--- config.mk ---
export PLATFORM = sky130hd
export DESIGN_NAME = decode_issue
export DESIGN_NICKNAME = d
export VERILOG_FILES = /design/src/rtl/decode_issue.sv
export SDC_FILE = /design/constraint.sdc
export NUM_CORES = 1
export LEC_CHECK = 0
export ABC_AREA = 1
export CAP_MARGIN = 30
export CORE_ASPECT_RATIO = 1.4
export CORE_MARGIN = 1
export CORE_UTILIZATION = 45
export CTS_CLUSTER_DIAMETER = 200
export DETAILED_ROUTE_END_ITERATION = 10
export GPL_TIMING_DRIVEN = 0
export PLACE_DENSITY = 0.82
export REMOVE_ABC_BUFFERS = 1
export SYNTH_ARGS = -nofsm -noshare
export SYNTH_HDL_FRONTEND = slang
export SYNTH_SLANG_ARGS = --single-unit
--- constraint.sdc ---
create_clock -name clk -period 4.46 [get_ports clk]
set_input_delay 1.115 -clock clk [delete_from_list [all_inputs] [get_ports clk]]
set_output_delay 1.115 -clock clk [all_outputs]
set_load 0.03 [all_outputs]
--- src/rtl/decode_issue.sv ---
// Single-issue decode stage: RV32 subset decode, register-pending scoreboard,
// and a one-entry execute payload register with valid/ready handshake.
module decode_issue #(
    parameter int DATA_WIDTH    = 32,
    parameter int ADDRESS_WIDTH = 5
) (
    input  logic                     clk,
    input  logic                     rst,
    input  logic                     if_valid,
    input  logic [DATA_WIDTH-1:0]    if_instr,
    input  logic [DATA_WIDTH-1:0]    if_pc,
    output logic                     if_ready,
    input  logic                     wb_valid,
    input  logic [ADDRESS_WIDTH-1:0] wb_rd,
    output logic [ADDRESS_WIDTH-1:0] AD1,
    output logic [ADDRESS_WIDTH-1:0] AD2,
    output logic                     ex_valid,
    input  logic                     ex_ready,
    output logic [DATA_WIDTH-1:0]    ex_pc,
    output logic [ADDRESS_WIDTH-1:0] ex_rd,
    output logic [DATA_WIDTH-1:0]    ex_imm,
    output logic [2:0]               ex_alu_op,
    output logic                     ex_alusrc,
    output logic                     ex_regwrite,
    output logic                     ex_memread,
    output logic                     ex_memwrite,
    output logic                     ex_branch,
    output logic                     ex_illegal
);
    localparam int NUM_REGS = 1 << ADDRESS_WIDTH;

    localparam logic [6:0] OP_R   = 7'b0110011;
    localparam logic [6:0] OP_I   = 7'b0010011;
    localparam logic [6:0] OP_LW  = 7'b0000011;
    localparam logic [6:0] OP_SW  = 7'b0100011;
    localparam logic [6:0] OP_BR  = 7'b1100011;
    localparam logic [6:0] OP_LUI = 7'b0110111;
    localparam logic [6:0] OP_JAL = 7'b1101111;

    localparam logic [2:0] ALU_ADD = 3'd0;
    localparam logic [2:0] ALU_SUB = 3'd1;
    localparam logic [2:0] ALU_AND = 3'd2;
    localparam logic [2:0] ALU_OR  = 3'd3;
    localparam logic [2:0] ALU_SLT = 3'd4;
    localparam logic [2:0] ALU_IMM = 3'd5;

    typedef struct packed {
        logic [DATA_WIDTH-1:0]    imm;
        logic [ADDRESS_WIDTH-1:0] rd;
        logic [2:0]               alu_op;
        logic                     alusrc;
        logic                     regwrite;
        logic                     memread;
        logic                     memwrite;
        logic                     branch;
        logic                     illegal;
    } ctrl_t;

    ctrl_t                    dec, ex_q;
    logic [6:0]               opcode;
    logic [ADDRESS_WIDTH-1:0] rs1, rs2;
    logic [2:0]               funct_op;
    logic                     funct_ok;
    logic                     use_rs1, use_rs2;
    logic                     hazard, issue;
    logic [31:0]              imm32;
    logic [NUM_REGS-1:0]      pend, pend_next;

    assign opcode = if_instr[6:0];
    assign rs1    = if_instr[15 +: ADDRESS_WIDTH];
    assign rs2    = if_instr[20 +: ADDRESS_WIDTH];
    assign AD1    = rs1;
    assign AD2    = rs2;

    // R and I share the funct3 map; only R with funct7[5] turns add into sub.
    always_comb begin
        funct_ok = 1'b1;
        case (if_instr[14:12])
            3'b000:  funct_op = (opcode == OP_R && if_instr[30]) ? ALU_SUB : ALU_ADD;
            3'b111:  funct_op = ALU_AND;
            3'b110:  funct_op = ALU_OR;
            3'b010:  funct_op = ALU_SLT;
            default: begin
                funct_op = ALU_ADD;
                funct_ok = 1'b0;
            end
        endcase
    end

    always_comb begin
        dec     = '0;
        dec.rd  = if_instr[11:7];
        imm32   = '0;
        use_rs1 = 1'b0;
        use_rs2 = 1'b0;
        case (opcode)
            OP_R: begin
                dec.alu_op   = funct_op;
                dec.regwrite = 1'b1;
                dec.illegal  = !funct_ok;
                use_rs1      = 1'b1;
                use_rs2      = 1'b1;
            end
            OP_I: begin
                imm32        = {{20{if_instr[31]}}, if_instr[31:20]};
                dec.alu_op   = funct_op;
                dec.alusrc   = 1'b1;
                dec.regwrite = 1'b1;
                dec.illegal  = !funct_ok;
                use_rs1      = 1'b1;
            end
            OP_LW: begin
                imm32        = {{20{if_instr[31]}}, if_instr[31:20]};
                dec.alu_op   = ALU_ADD;
                dec.alusrc   = 1'b1;
                dec.regwrite = 1'b1;
                dec.memread  = 1'b1;
                use_rs1      = 1'b1;
            end
            OP_SW: begin
                imm32        = {{20{if_instr[31]}}, if_instr[31:25], if_instr[11:7]};
                dec.alu_op   = ALU_ADD;
                dec.alusrc   = 1'b1;
                dec.memwrite = 1'b1;
                use_rs1      = 1'b1;
                use_rs2      = 1'b1;
            end
            OP_BR: begin
                imm32      = {{19{if_instr[31]}}, if_instr[31], if_instr[7],
                              if_instr[30:25], if_instr[11:8], 1'b0};
                dec.alu_op = ALU_SUB;
                dec.branch = 1'b1;
                use_rs1    = 1'b1;
                use_rs2    = 1'b1;
            end
            OP_LUI: begin
                imm32        = {if_instr[31:12], 12'b0};
                dec.alu_op   = ALU_IMM;
                dec.alusrc   = 1'b1;
                dec.regwrite = 1'b1;
            end
            OP_JAL: begin
                imm32        = {{11{if_instr[31]}}, if_instr[31], if_instr[19:12],
                                if_instr[20], if_instr[30:21], 1'b0};
                dec.alu_op   = ALU_IMM;
                dec.alusrc   = 1'b1;
                dec.regwrite = 1'b1;
            end
            default: dec.illegal = 1'b1;
        endcase
        dec.imm = DATA_WIDTH'($signed(imm32));
        // Illegal words issue as inert bubbles: no register use, no side effects.
        if (dec.illegal) begin
            dec.imm      = '0;
            dec.alu_op   = ALU_ADD;
            dec.alusrc   = 1'b0;
            dec.regwrite = 1'b0;
            dec.memread  = 1'b0;
            dec.memwrite = 1'b0;
            dec.branch   = 1'b0;
            use_rs1      = 1'b0;
            use_rs2      = 1'b0;
        end
    end

    // Only the registered scoreboard is consulted, so writeback unblocks a cycle later.
    assign hazard = (use_rs1 && rs1 != '0 && pend[rs1]) ||
                    (use_rs2 && rs2 != '0 && pend[rs2]) ||
                    (dec.regwrite && dec.rd != '0 && pend[dec.rd]);
    assign if_ready = !hazard && (!ex_valid || ex_ready);
    assign issue    = if_valid && if_ready;

    always_comb begin
        pend_next = pend;
        if (wb_valid)
            pend_next[wb_rd] = 1'b0;
        if (issue && dec.regwrite && dec.rd != '0)
            pend_next[dec.rd] = 1'b1;
        pend_next[0] = 1'b0;
    end

    always_ff @(posedge clk or posedge rst) begin
        if (rst) begin
            pend     <= '0;
            ex_valid <= 1'b0;
            ex_pc    <= '0;
            ex_q     <= '0;
        end else begin
            pend <= pend_next;
            if (issue) begin
                ex_valid <= 1'b1;
                ex_pc    <= if_pc;
                ex_q     <= dec;
            end else if (ex_ready) begin
                ex_valid <= 1'b0;
            end
        end
    end

    assign ex_rd       = ex_q.rd;
    assign ex_imm      = ex_q.imm;
    assign ex_alu_op   = ex_q.alu_op;
    assign ex_alusrc   = ex_q.alusrc;
    assign ex_regwrite = ex_q.regwrite;
    assign ex_memread  = ex_q.memread;
    assign ex_memwrite = ex_q.memwrite;
    assign ex_branch   = ex_q.branch;
    assign ex_illegal  = ex_q.illegal;
endmodule

* Word-level counts from Yosys, hierarchy flattened
Index checks and enable logic that the tools add are counted.
** Cells by class
- Reductions and logical operators :: 33
- Multipliers :: 0
- Bitwise gates (word level) :: 3
- Order comparisons :: 6
- Shifts and indexed selects :: 0
- Eq/ne operators :: 10
- Mux-type cells :: 31
- Add/subtract/negate cells :: 0
- Divide/modulo/power cells :: 0
** Operators with widths (number)
- 32-bit one-hot mux with 5 select lines :: 1
- 32-bit two-way mux :: 3
- 32-bit bitwise AND :: 1
- 32-bit NOT :: 1
- 32-bit OR :: 1
- 5-bit by 6-bit < comparator with 1-bit output (second input constant) :: 4
- 7-bit by 6-bit == test with 1-bit output (second input constant) :: 3
- 5-bit OR reduction :: 4
- 1-bit two-way mux :: 18
- 1-bit binary-select mux with 5-bit select :: 3
- 5-bit nonzero test :: 3
- 7-bit == test (second input constant) :: 2
- 1-bit logical AND :: 13
- 3-bit one-hot mux with 4 select lines :: 1
- 1-bit demux with 5-bit select :: 2
- 5-bit by 1-bit greater-or-equal comparator with 1-bit output (second input constant) :: 2
- 3-bit one-hot mux with 3 select lines :: 1
- 8-bit two-way mux :: 1
- 7-bit by 2-bit == test with 1-bit output (second input constant) :: 1
- 7-bit by 5-bit == test with 1-bit output (second input constant) :: 1
- 3-bit == test (second input constant) :: 2
- 2-bit OR reduction :: 3
- 4-bit OR reduction :: 1
- 3-bit by 2-bit == test with 1-bit output (second input constant) :: 1
- 6 further kinds :: 10
** Word-level totals
- Bits in writable memories :: 0
- Word-level logic and storage cells :: 95
- Bits in latches :: 0
- Memory bits (read-only) :: 0
- Memories kept :: 0
- Register bits :: 110

* Logic depth before layout (Yosys ltp)
Gate-level depths: netlist (run 1).
- Depth after elaboration :: 16
- Mapped depth :: 19
- Gate-level depth less buffers :: 15

* Least setup slack after synthesis (run 1)
Ideal clock, no wire load.
- Path kind :: input-to-output
- Start point :: input if_instr[1]
- End point :: output if_ready
- Stages :: 9
- Arrival time :: 2.385 ns
- Slack :: 0.960 ns
- Buffers on the path :: 0
- Cells stage by stage :: nand2_1 nor2_2 nand2_1 nor2_1 o21bai_4 nor2_1 nand3_1 nand2_1 nor2_1
** On the way
- Cells in the longest elaborated chain, start to end :: 10
- Elaborated cells on any way between the ends :: 29
** RTL lines
- from (decl) :: line 10 : input logic [DATA_WIDTH-1:0] if_instr,
- 7-bit == test, or another cell as far along :: line 96 : case (opcode)
- 5-bit OR reduction (no line), or another cell as far along
- 1-bit one-hot mux with 2 select lines or 1-bit two-way mux (tied branches) :: line 96
- 1-bit two-way mux :: line 153 : if (dec.illegal) begin
- 1-bit logical AND (on tied branches) (2 in series) :: line 167, 168
- 1-bit logical OR :: line 167 : assign hazard = (use_rs1 && rs1 != '0 && pend[rs1]) ||
- 1-bit logical OR (*) :: line 168 : (use_rs2 && rs2 != '0 && pend[rs2]) ||
- 1-bit logical NOT (*) :: line 170 : assign if_ready = !hazard && (!ex_valid || ex_ready);
- 1-bit logical AND (*) :: line 170
- to (decl) :: line 12 : output logic if_ready,
Mark *: on every way between the ends. The rest lies on a longest branch, timed or not.

* Final worst setup path (run 1)
- Start point :: input if_instr[6]
- End point :: output if_ready
Same word-level chain as after synthesis.

==> results.tsv, run 1 <==
stage	metric	value	unit
run_status	outcome	completed	
logic_synthesis	ys_seq_elements	110	
worst_hold_path	min-delay-start	ex_pc[25]	
routing	ant_nets	0	
power	swShare	31.2	%
logic_synthesis	yosys.area.top_type	dfrtp_1	
sta	setup-tns-final	0	ns
setup_path	critical_path.slowest_cell	clkdlybuf4s50_1	
routing	firstDrtPassIters	6	
power	seqPwrFrac	43.5	%
logic_synthesis	syn_avg_cell_area	6.84	µm²
logic_synthesis	synth_common_cells	394 x nand2_1, 110 x dfrtp_1, 101 x nand3_1, 89 x o21ai_0, 75 x inv_1	
grt	grt_pass1_vias	5956	
setup_path	cp-start-kind	input pin	
cells_and_area	filler_cell_count	1283	
clock_tree	path_clk_slew	0.07	ns
grt	gr-total-overflow	0	
power	leakagePower	4.09	nW
die	row_count	50	
grt	grt_pass1_wl	29.5	mm
logic_synthesis	yosys.cell_types.count	29	
sta	worst_slew_pin_slew	0.856	ns
routing	drcViolationCount	0	
setup_path	ff2ff_path_depth	13	
place	gp_congestion	0.940	
power	switching_power	0.782	mW
logic_synthesis	synth-async-reset-ratio	100	%
sta	fmax	234	MHz
setup_path	critPathCaptureType	output pin	
routing	routed_wl	18.8	mm
routing	vias	6451	
logic_synthesis	muxShareOfSynthArea	0	%
sta	relSlewSlack	42.8	%
clock_tree	cts.htree.levels	3	
setup_path	r2r_start	pend[2]	
worst_hold_path	min_to	ex_pc[25]	
die	fp.dieH	142	µm
grt	grt_antenna_before_repair	1	
logic_synthesis	synth_xor_area_share	0	%
place	hpwl	14.0	mm
logic_synthesis	syn_inst	918	
power	power_frac_comb	23.2	%
power	clockPowerShare	33.2	%
power	ir_worst_vdd	0.168	mV
cells_and_area	drive_gt1_share	4.28	%
logic_synthesis	yosysSeqAreaShare	43.9	%
die	die-area	14400	µm²
power	total_power	2.51	mW
cells_and_area	multi_input_area	2910	µm²
clock_tree	cts_setup_buffers	0	
clock_tree	cts_tree	yes	
worst_hold_path	min_path_cells	2	
power	p_int	1.73	mW
clock_tree	cts.sinks	110	
logic_synthesis	synth.area.top_cells	dfrtp_1 44%, nand2_1 24%, nand3_1 8.1%	
setup_path	critPathKind	in -> out	
die	io_pins	164	
logic_synthesis	synth-adder-area-share	0	%
cells_and_area	final_cells	1234	
die	die_w	102	µm
routing	drtIter0Drc	404	
routing	routed_via_density	5.23	
cells_and_area	seq_area	2750	µm²
clock_tree	cts-root-buf	clkbuf_16	
clock_tree	insertion_delay	0.36	ns
place	dp.cells	1217	
logic_synthesis	syn_area	6280	µm²
sta	setup_viol	0	
sta	holdWs	0.480	ns
setup_path	path_max_fanout	12	
sta	period_minus_slack	4.28	ns
routing	routedWlPerCell	15.2	µm
clock_tree	cts_buffer_depth	2	
setup_path	crit_arrival	3.17	ns
sta	period_share	96.0	%
setup_path	timing.rr.end	ex_pc[14]	
grt	grt_start_max_net_pins	71	
sta	rsz0062_at_grt	no	
worst_hold_path	min_path_type	reg -> reg	
setup_path	crit_path_frequent_cell	nor2_1	
die	core_area	13500	µm²
place	io_buffers	163	
power	power_density	306	nW/µm²
job	cap_violations	0	
cells_and_area	finalNetCount	1120	
setup_path	reg2reg_slack	1.38	ns
logic_synthesis	yosysMostFrequentCell	nand2_1	
logic_synthesis	synth_simple_gate_area_share	37.6	%
logic_synthesis	synth_top_family_by_area	simple AND/OR/NAND/NOR gates	
setup_path	slowest_delay	0.59	ns
grt	globalRouteTotalUtil	26.6	%
logic_synthesis	synth-edff-count	0	
setup_path	cp_data_required_time	3.35	ns
logic_synthesis	synth_top_area_share	43.9	%
cells_and_area	area_growth	30.6	%
logic_synthesis	synthFlopType	dfrtp_1	
clock_tree	cts_made_buffers	9	
sta	hold_viol	0	
logic_synthesis	yosys_warnings	0	
sta	skew	0.0124	ns
setup_path	path_cells	clkdlybuf4s50_1 -> nor2_1 -> nand3_2 -> nand2_2 -> o21bai_4 -> nor2_1 -> nand3_1 -> nand2_1 -> nor2_1 -> clkbuf_2	
die	start_util	46.5	%
logic_synthesis	synth_compound_area_share	8.47	%
sta	final_max_slew_viol_count	0	
==> logic make-up after synthesis <==
logic type	after synthesis
flops	110
simple gates	574
buf+inv	132
compound gates	102
==> layout make-up <==
type | count | area share [%]
Tap cell | 182 | 2.78
Clock inverter | 6 | 0.931
Antenna cell | 1 | 0.0305
Multi-Input combinational cell | 676 | 35.4
Timing Repair Buffer | 165 | 20.5
Clock buffer | 10 | 2.79
Inverter | 84 | 3.92
Sequential cell | 110 | 33.6
==> worst max-delay path, delay by kind of cell <==
family	cells	cell delay (ns)
AND/OR/NAND/NOR	7	0.96
AO/OA/AOI/OAI	1	0.25
buffers and inverters	2	0.84
==> worst max-delay path by stage <==
stage,startpoint,end,slack [ns],cells past startpoint
2_1_floorplan,if_instr[1],pend[10],-0.33,11
3_3_place_gp,if_instr[7],ex_pc[14],-2.85,16
3_5_place_dp,if_instr[7],if_ready,-0.74,12
4_1_cts,if_instr[0],if_ready,0.02,11
5_1_grt,if_instr[7],ex_pc[14],0.007,17
6_report,if_instr[6],if_ready,0.18,10
==> stage by stage <==
stage / cell area (µm²) / setup WS (ns) / util [%]
after floorplan: 5960 / -0.328 / -
after global placement: 7820 / -2.85 / 57.9
after detailed placement: 7890 / -0.741 / 58.4
after CTS: 8200 / 0.0155 / 60.7
after global routing: 8200 / 0.00695 / 60.7
final: 8200 / 0.178 / 60.7
==> layer usage <==
metal / vias to the layer above / share of wire, % / global-route usage, %
met5: - / 0 / 0
met3: 56 / 9.7 / 6.40
met4: 0 / 3.9 / 13.3
met1: 2942 / 38 / 30.4
li1: 3153 / - / -
met2: 300 / 48 / 45.7
==> flip-flops by register name (all words and copies together) (netlist names) <==
| signal | count |
|---|---|
| ex_memwrite | 1 |
| ex_rd | 5 |
| ex_memread | 1 |
| pend | 31 |
| ex_imm | 32 |
| ex_regwrite | 1 |
| ex_alu_op | 3 |
| ex_valid | 1 |
| ex_alusrc | 1 |
| ex_illegal | 1 |
| ex_pc | 32 |
| ex_branch | 1 |
==> power groups by stage <==
stage          sequential (mW)  combinational (mW)  clock [mW]
3_3_place_gp              1.11               0.572           0
6_report                  1.09               0.583       0.835
4_1_cts                   1.09               0.586       0.851
2_1_floorplan             1.22               0.181           0
5_1_grt                   1.10               0.634       0.883
3_5_place_dp              1.11               0.585           0
==> repair_timing <==
item                       4_1_cts  5_1_grt
gates resized for setup         16        1
setup endpoints to repair       65        1
hold buffers                     0        0
==> placed cells by master, fill, tap and decap left out, drive strengths merged <==
cell | synthesis | routed
clkbuf | 9 | 11
clkinv | 1 | 3
dlygate4sd2 | 0 | 3
nor2 | 59 | 59
bufinv | 0 | 1
clkdlybuf4s50 | 0 | 156
nand2 | 398 | 398
inv | 83 | 86
a21oi | 1 | 1
o21bai | 2 | 2
nand4 | 1 | 1
o22ai | 1 | 1
buf | 39 | 2
nor4 | 1 | 1
o21ai | 97 | 97
dfrtp | 110 | 110
nor3 | 11 | 11
clkdlybuf4s15 | 0 | 3
diode | 0 | 1
or2 | 1 | 1
nand3 | 103 | 103
a41oi | 1 | 1
Note: power is estimated with default switching activity, not from simulation.
==> inputs of run 2 (changes only) <==
CORE_ASPECT_RATIO = 0.7   (was 1.4)
GPL_ROUTABILITY_DRIVEN = 0   (was not set)
==> run 2 against run 1 <==
Against the previous run: non-clock buffer count is 1 higher; cell area is 0.49% higher; via count is 2.2% higher; core utilization is 0.81 points higher; maximum frequency is 2.8% lower; first-iteration DRC count is 58% higher; largest cell class unchanged; highest routed layer unchanged.
==> results.tsv, run 2 (same netlist as run 1, synthesis figures left out) <==
stage	metric	value	unit	change
run_status	outcome	completed		
cells_and_area	finalNetCount	1121		+0.089%
grt	groute.layer.met2.usage	42.0	%	-3.7 points
power	power_density	310	nW/µm²	+1.1%
sta	setup_viol	0		unchanged
place	hpwl	13.9	mm	-0.68%
setup_path	path_cells	dlygate4sd2_1 -> clkinv_2 -> nand3_1 -> nand2_1 -> nand2_1 -> nand2_1 -> nand2_1 -> nand2_1 -> nand2_1 -> nand3_1 -> nand2_1 -> nor2_1 -> clkdlybuf4s15_1		
setup_path	slowest_delay	0.57	ns	-0.02 ns
grt	grt_pass1_vias	6044		+1.5%
place	place_ws	-0.687	ns	+0.0540 ns
grt	globalRouteTotalUtil	28.0	%	+1.4 points
routing	routed_via_density	5.33		+2.0%
clock_tree	path_clk_slew	0.08	ns	about the same
die	io_pins	164		unchanged
cells_and_area	final_cells	1237		+0.24%
sta	relSlewSlack	34.2	%	-8.7 points
die	core_area	13400	µm²	-0.83%
clock_tree	cts_made_buffers	9		unchanged
routing	drcViolationCount	0		unchanged
cells_and_area	fin_util	61.5	%	+0.81 points
setup_path	crit_path_frequent_cell	nand2_1		
cells_and_area	layout_commonest_cell	nand2_1		
cells_and_area	drive_gt1_share	4.47	%	+0.19 points
setup_path	critical_path.slowest_cell	dlygate4sd2_1		
routing	routed_wl	19.5	mm	+4.1%
power	leakagePower	4.11	nW	+0.34%
grt	met3_usage	6.89	%	+0.48 points
sta	fin_ws	0.0534	ns	-0.125 ns
cells_and_area	area_growth	31.2	%	
cells_and_area	seq_area	2750	µm²	unchanged
setup_path	cp_data_required_time	3.35	ns	about the same
worst_hold_path	min_path_type	reg -> reg		
routing	ant_nets	0		unchanged
sta	period_minus_slack	4.41	ns	+0.125 ns
grt	grt.met1_usage	39.1	%	+8.6 points
die	start_util	46.8	%	+0.39 points
setup_path	path_max_fanout	11		-1
cells_and_area	filler_cell_count	1200		-6.5%
sta	skew	0.00778	ns	-0.00464 ns
routing	vias	6596		+2.2%
grt	grt_antenna_before_repair	0		-1
clock_tree	cts.sinks	110		unchanged
setup_path	crit_arrival	3.29	ns	+0.12 ns
die	row_count	35		-30%
die	fp.dieH	101	µm	-29%
clock_tree	cts-root-buf	clkbuf_16		
routing	routedWlPerCell	15.8	µm	+3.8%
grt	grt-busiest-layer	met2		
sta	period_share	98.8	%	+2.8 points
die	die_w	143	µm	+41%
setup_path	critPathKind	in -> out		
clock_tree	cts_buffer_depth	2		unchanged
clock_tree	insertion_delay	0.36	ns	about the same
sta	fmax	227	MHz	-2.8%
clock_tree	cts_hold_buf	0		unchanged
setup_path	cp-start-kind	input pin		
clock_tree	cts.htree.levels	3		unchanged
cells_and_area	antennaDiodeCount	0		-1
routing	drtIter0Drc	640		+58%
grt	grt_pass1_wl	31.1	mm	+5.5%
setup_path	critPathCaptureType	output pin		
cells_and_area	multi_input_area	2920	µm²	+0.34%
sta	rsz0062_at_grt	no		
job	cap_violations	0		unchanged
die	die-area	14400	µm²	about the same
grt	gr-total-overflow	0		unchanged
cells_and_area	final_cell_mix	394 x nand2_1, 156 x clkdlybuf4s50_1, 110 x dfrtp_1		
place	io_buffers	163		unchanged
sta	worst_slew_pin_slew	0.985	ns	+0.130 ns
sta	hold_viol	0		unchanged
sta	final_max_slew_viol_count	0		unchanged
routing	firstDrtPassIters	6		unchanged
place	dp.cells	1221		+0.33%
clock_tree	cts_tree	yes		
power	ir_worst_vdd	0.206	mV	+23%
grt	grt_start_max_net_pins	71		unchanged
run 2: area by class of cell:
class | instances | area share, %
Sequential cell | 110 | 33.4
Tap cell | 185 | 2.81
Inverter | 84 | 3.90
Clock buffer | 9 | 2.73
Multi-Input combinational cell | 676 | 35.4
Clock inverter | 7 | 1.11
Timing Repair Buffer | 166 | 20.6
run 2: final timing paths:
path,startpoint,endpoint,slack [ns],cells past startpoint
setup reg to reg,pend[12],pend[8],1.63,14
hold / removal,ex_imm[14],ex_imm[14],0.48,2
setup / recovery,if_instr[21],if_ready,0.05,13
min in group asynchronous,rst,ex_pc[28],1.16,2
hold reg to reg,ex_imm[14],ex_imm[14],0.48,2
max in group asynchronous,rst,ex_imm[15],2.58,3
run 2: metrics by stage:
step	hold slack [ns]	cell area (µm²)	total power, mW	TNS (ns)
floorplan	0.494	5960	1.40	-16.92
global placement	0.461	7830	1.69	-398.09
detailed placement	0.468	7900	1.71	-19.18
CTS	0.487	8230	2.56	0
global route	0.508	8240	2.65	0
finish	0.484	8240	2.55	0
run 2: per-layer routing:
| layer | vias up | share of wire [%] |
|---|---|---|
| met5 | - | 0 |
| met4 | 0 | 3.3 |
| met3 | 63 | 10 |
| met2 | 355 | 43 |
| met1 | 3035 | 43 |
| li1 | 3143 | - |
run 2: worst max-delay path: cells and delay by family:
kind	cells	cell delay [ns]
buf+inv	3	1.29
simple gates	10	0.86
run 2: repair_timing:
action                                  CTS  global route
resized for setup                        15             3
endpoints found under the setup margin    6             1
setup buffers                             0             0
run 2: report_power, final:
part           internal, mW  leakage (nW)  switching (mW)  total, mW
Clock                 0.451         0.157           0.407      0.858
Sequential             1.06          1.47          0.0387       1.10
Combinational         0.226          2.48           0.370      0.596
==> inputs of run 3 (changes only) <==
SKIP_CTS_REPAIR_TIMING = 1   (was not set)
==> run 3 against run 2 <==
Against the previous run: hold slack better by 0.0012 ns; critical endpoint unchanged; via count is 0.12% lower; setup slack better by 0.15 ns; largest cell class unchanged; clock-buffer cell count unchanged; critical path type unchanged; final cell count did not move; flip-flop and latch count did not move.
==> results.tsv, run 3 (same netlist as run 1, synthesis figures left out) <==
stage	metric	value	unit	change
run_status	outcome	completed		
cells_and_area	antennaDiodeCount	0		unchanged
setup_path	critPathKind	in -> out		
place	io_buffers	163		unchanged
die	row_count	35		unchanged
cells_and_area	drive_gt1_share	4.47	%	unchanged
routing	drtIter0Drc	651		+1.7%
routing	ant_nets	0		unchanged
setup_path	cp-start-kind	input pin		
grt	grt_pass1_wl	31.1	mm	-0.13%
cells_and_area	area_growth	30.9	%	
sta	hold_viol	0		unchanged
die	fp.dieH	101	µm	unchanged
setup_path	critPathCaptureType	output pin		
routing	firstDrtPassIters	7		+1
place	dp.cells	1221		unchanged
clock_tree	cts_buffer_depth	2		unchanged
cells_and_area	fin_util	61.3	%	-0.15 points
die	start_util	46.8	%	unchanged
clock_tree	insertion_delay	0.36	ns	about the same
power	leakagePower	4.12	nW	+0.42%
die	die-area	14400	µm²	unchanged
sta	setup_viol	0		unchanged
clock_tree	cts-root-buf	clkbuf_16		
setup_path	crit_end	if_ready		
die	io_pins	164		unchanged
clock_tree	cts.htree.levels	3		unchanged
cells_and_area	final_cell_mix	394 x nand2_1, 156 x clkdlybuf4s50_1, 110 x dfrtp_1		
sta	period_share	95.5	%	-3.3 points
sta	skew	0.00908	ns	+0.00130 ns
routing	vias	6588		-0.12%
cells_and_area	finalInstanceArea	8220	µm²	-0.24%
setup_path	cp-startpoint	if_instr[21]		
sta	relSlewSlack	33.3	%	-0.84 points
setup_path	r2r_start	pend[12]		
sta	period_minus_slack	4.26	ns	-0.146 ns
clock_tree	cts.sinks	110		unchanged
clock_tree	path_clk_slew	0.08	ns	about the same
die	die_w	143	µm	unchanged
power	power_density	310	nW/µm²	about the same
sta	rsz0062_at_grt	no		
place	place_ws	-0.687	ns	unchanged
setup_path	crit_arrival	3.15	ns	-0.14 ns
power	ir_worst_vdd	0.207	mV	+0.31%
sta	worst_slew_pin_slew	0.998	ns	+0.0126 ns
sta	fmax	235	MHz	+3.4%
routing	routed_wl	19.4	mm	-0.55%
clock_tree	cts_tree	yes		
power	total_power	2.54	mW	-0.21%
routing	routed_via_density	5.33		-0.12%
routing	routedWlPerCell	15.7	µm	-0.55%
grt	grt_start_max_net_pins	71		unchanged
sta	fin_ws	0.199	ns	+0.146 ns
setup_path	ff2ff_path_depth	14		unchanged
die	core_area	13400	µm²	unchanged
setup_path	cp_data_required_time	3.35	ns	about the same
place	place_area	7900	µm²	unchanged
worst_hold_path	min_path_type	reg -> reg		
routing	drcViolationCount	0		unchanged
place	hpwl	13.9	mm	unchanged
cells_and_area	final_cells	1237		unchanged
grt	globalRouteTotalUtil	27.9	%	-0.031 points
setup_path	reg2reg_slack	1.62	ns	about the same
job	cap_violations	0		unchanged
setup_path	path_max_fanout	11		unchanged
sta	final_max_slew_viol_count	0		unchanged
cells_and_area	layout_commonest_cell	nand2_1		
setup_path	timing.rr.end	pend[8]		
clock_tree	cts_made_buffers	9		unchanged
cells_and_area	finalNetCount	1121		unchanged
grt	grt_pass1_vias	6035		-0.15%
grt	gr-total-overflow	0		unchanged
grt	grt_antenna_before_repair	0		unchanged
[run 3: critical path, cell delays in order]
cell	delay (ns)
dlymetal6s2s_1	0.49
clkinvlp_4	0.46
nand3_1	0.19
nand2_1	0.10
nand2_1	0.07
nand2_1	0.09
nand2_1	0.06
nand2_1	0.05
nand2_1	0.05
nand3_1	0.15
nand2_1	0.10
nor2_1	0.04
clkbuf_2	0.19
[run 3: final cells by class]
class | count | area [µm²]
flip-flops and latches | 110 | 2750
inverters | 84 | 324
well taps | 185 | 231
fillers | 1200 | 5180
clock buffers | 9 | 225
repair buffers | 166 | 1690
clock inverters | 7 | 91.3
multi-input cells | 676 | 2910
[run 3: stage by stage]
step	hold WS (ns)	TNS, ns
3_3_place_gp	0.461	-398.09
4_1_cts	0.487	-0.781
5_1_grt	0.508	0
3_5_place_dp	0.468	-19.18
2_1_floorplan	0.494	-16.92
6_report	0.485	0
[run 3: worst min-delay path by stage]
stage / startpoint / cells after the start / end / slack, ns
after detailed placement: ex_imm[11] / 2 / ex_imm[11] / 0.47
after floorplan: pend[10] / 2 / pend[10] / 0.49
after global routing: ex_pc[2] / 2 / ex_pc[2] / 0.51
final: ex_imm[14] / 2 / ex_imm[14] / 0.48
after global placement: ex_imm[21] / 2 / ex_imm[21] / 0.46
after CTS: ex_pc[25] / 2 / ex_pc[25] / 0.49
[run 3: metal layers]
metal | GRT usage, % | share of wire (%)
met5 | 0 | 0
met3 | 6.84 | 11
met1 | 39.0 | 42
met2 | 41.9 | 43
met4 | 10.5 | 3.5
[run 3: report_power, final]
| part | switching [mW] | internal (mW) | leakage, nW |
|---|---|---|---|
| sequential | 0.0389 | 1.06 | 1.47 |
| clock | 0.404 | 0.451 | 0.157 |
| combinational | 0.368 | 0.225 | 2.50 |
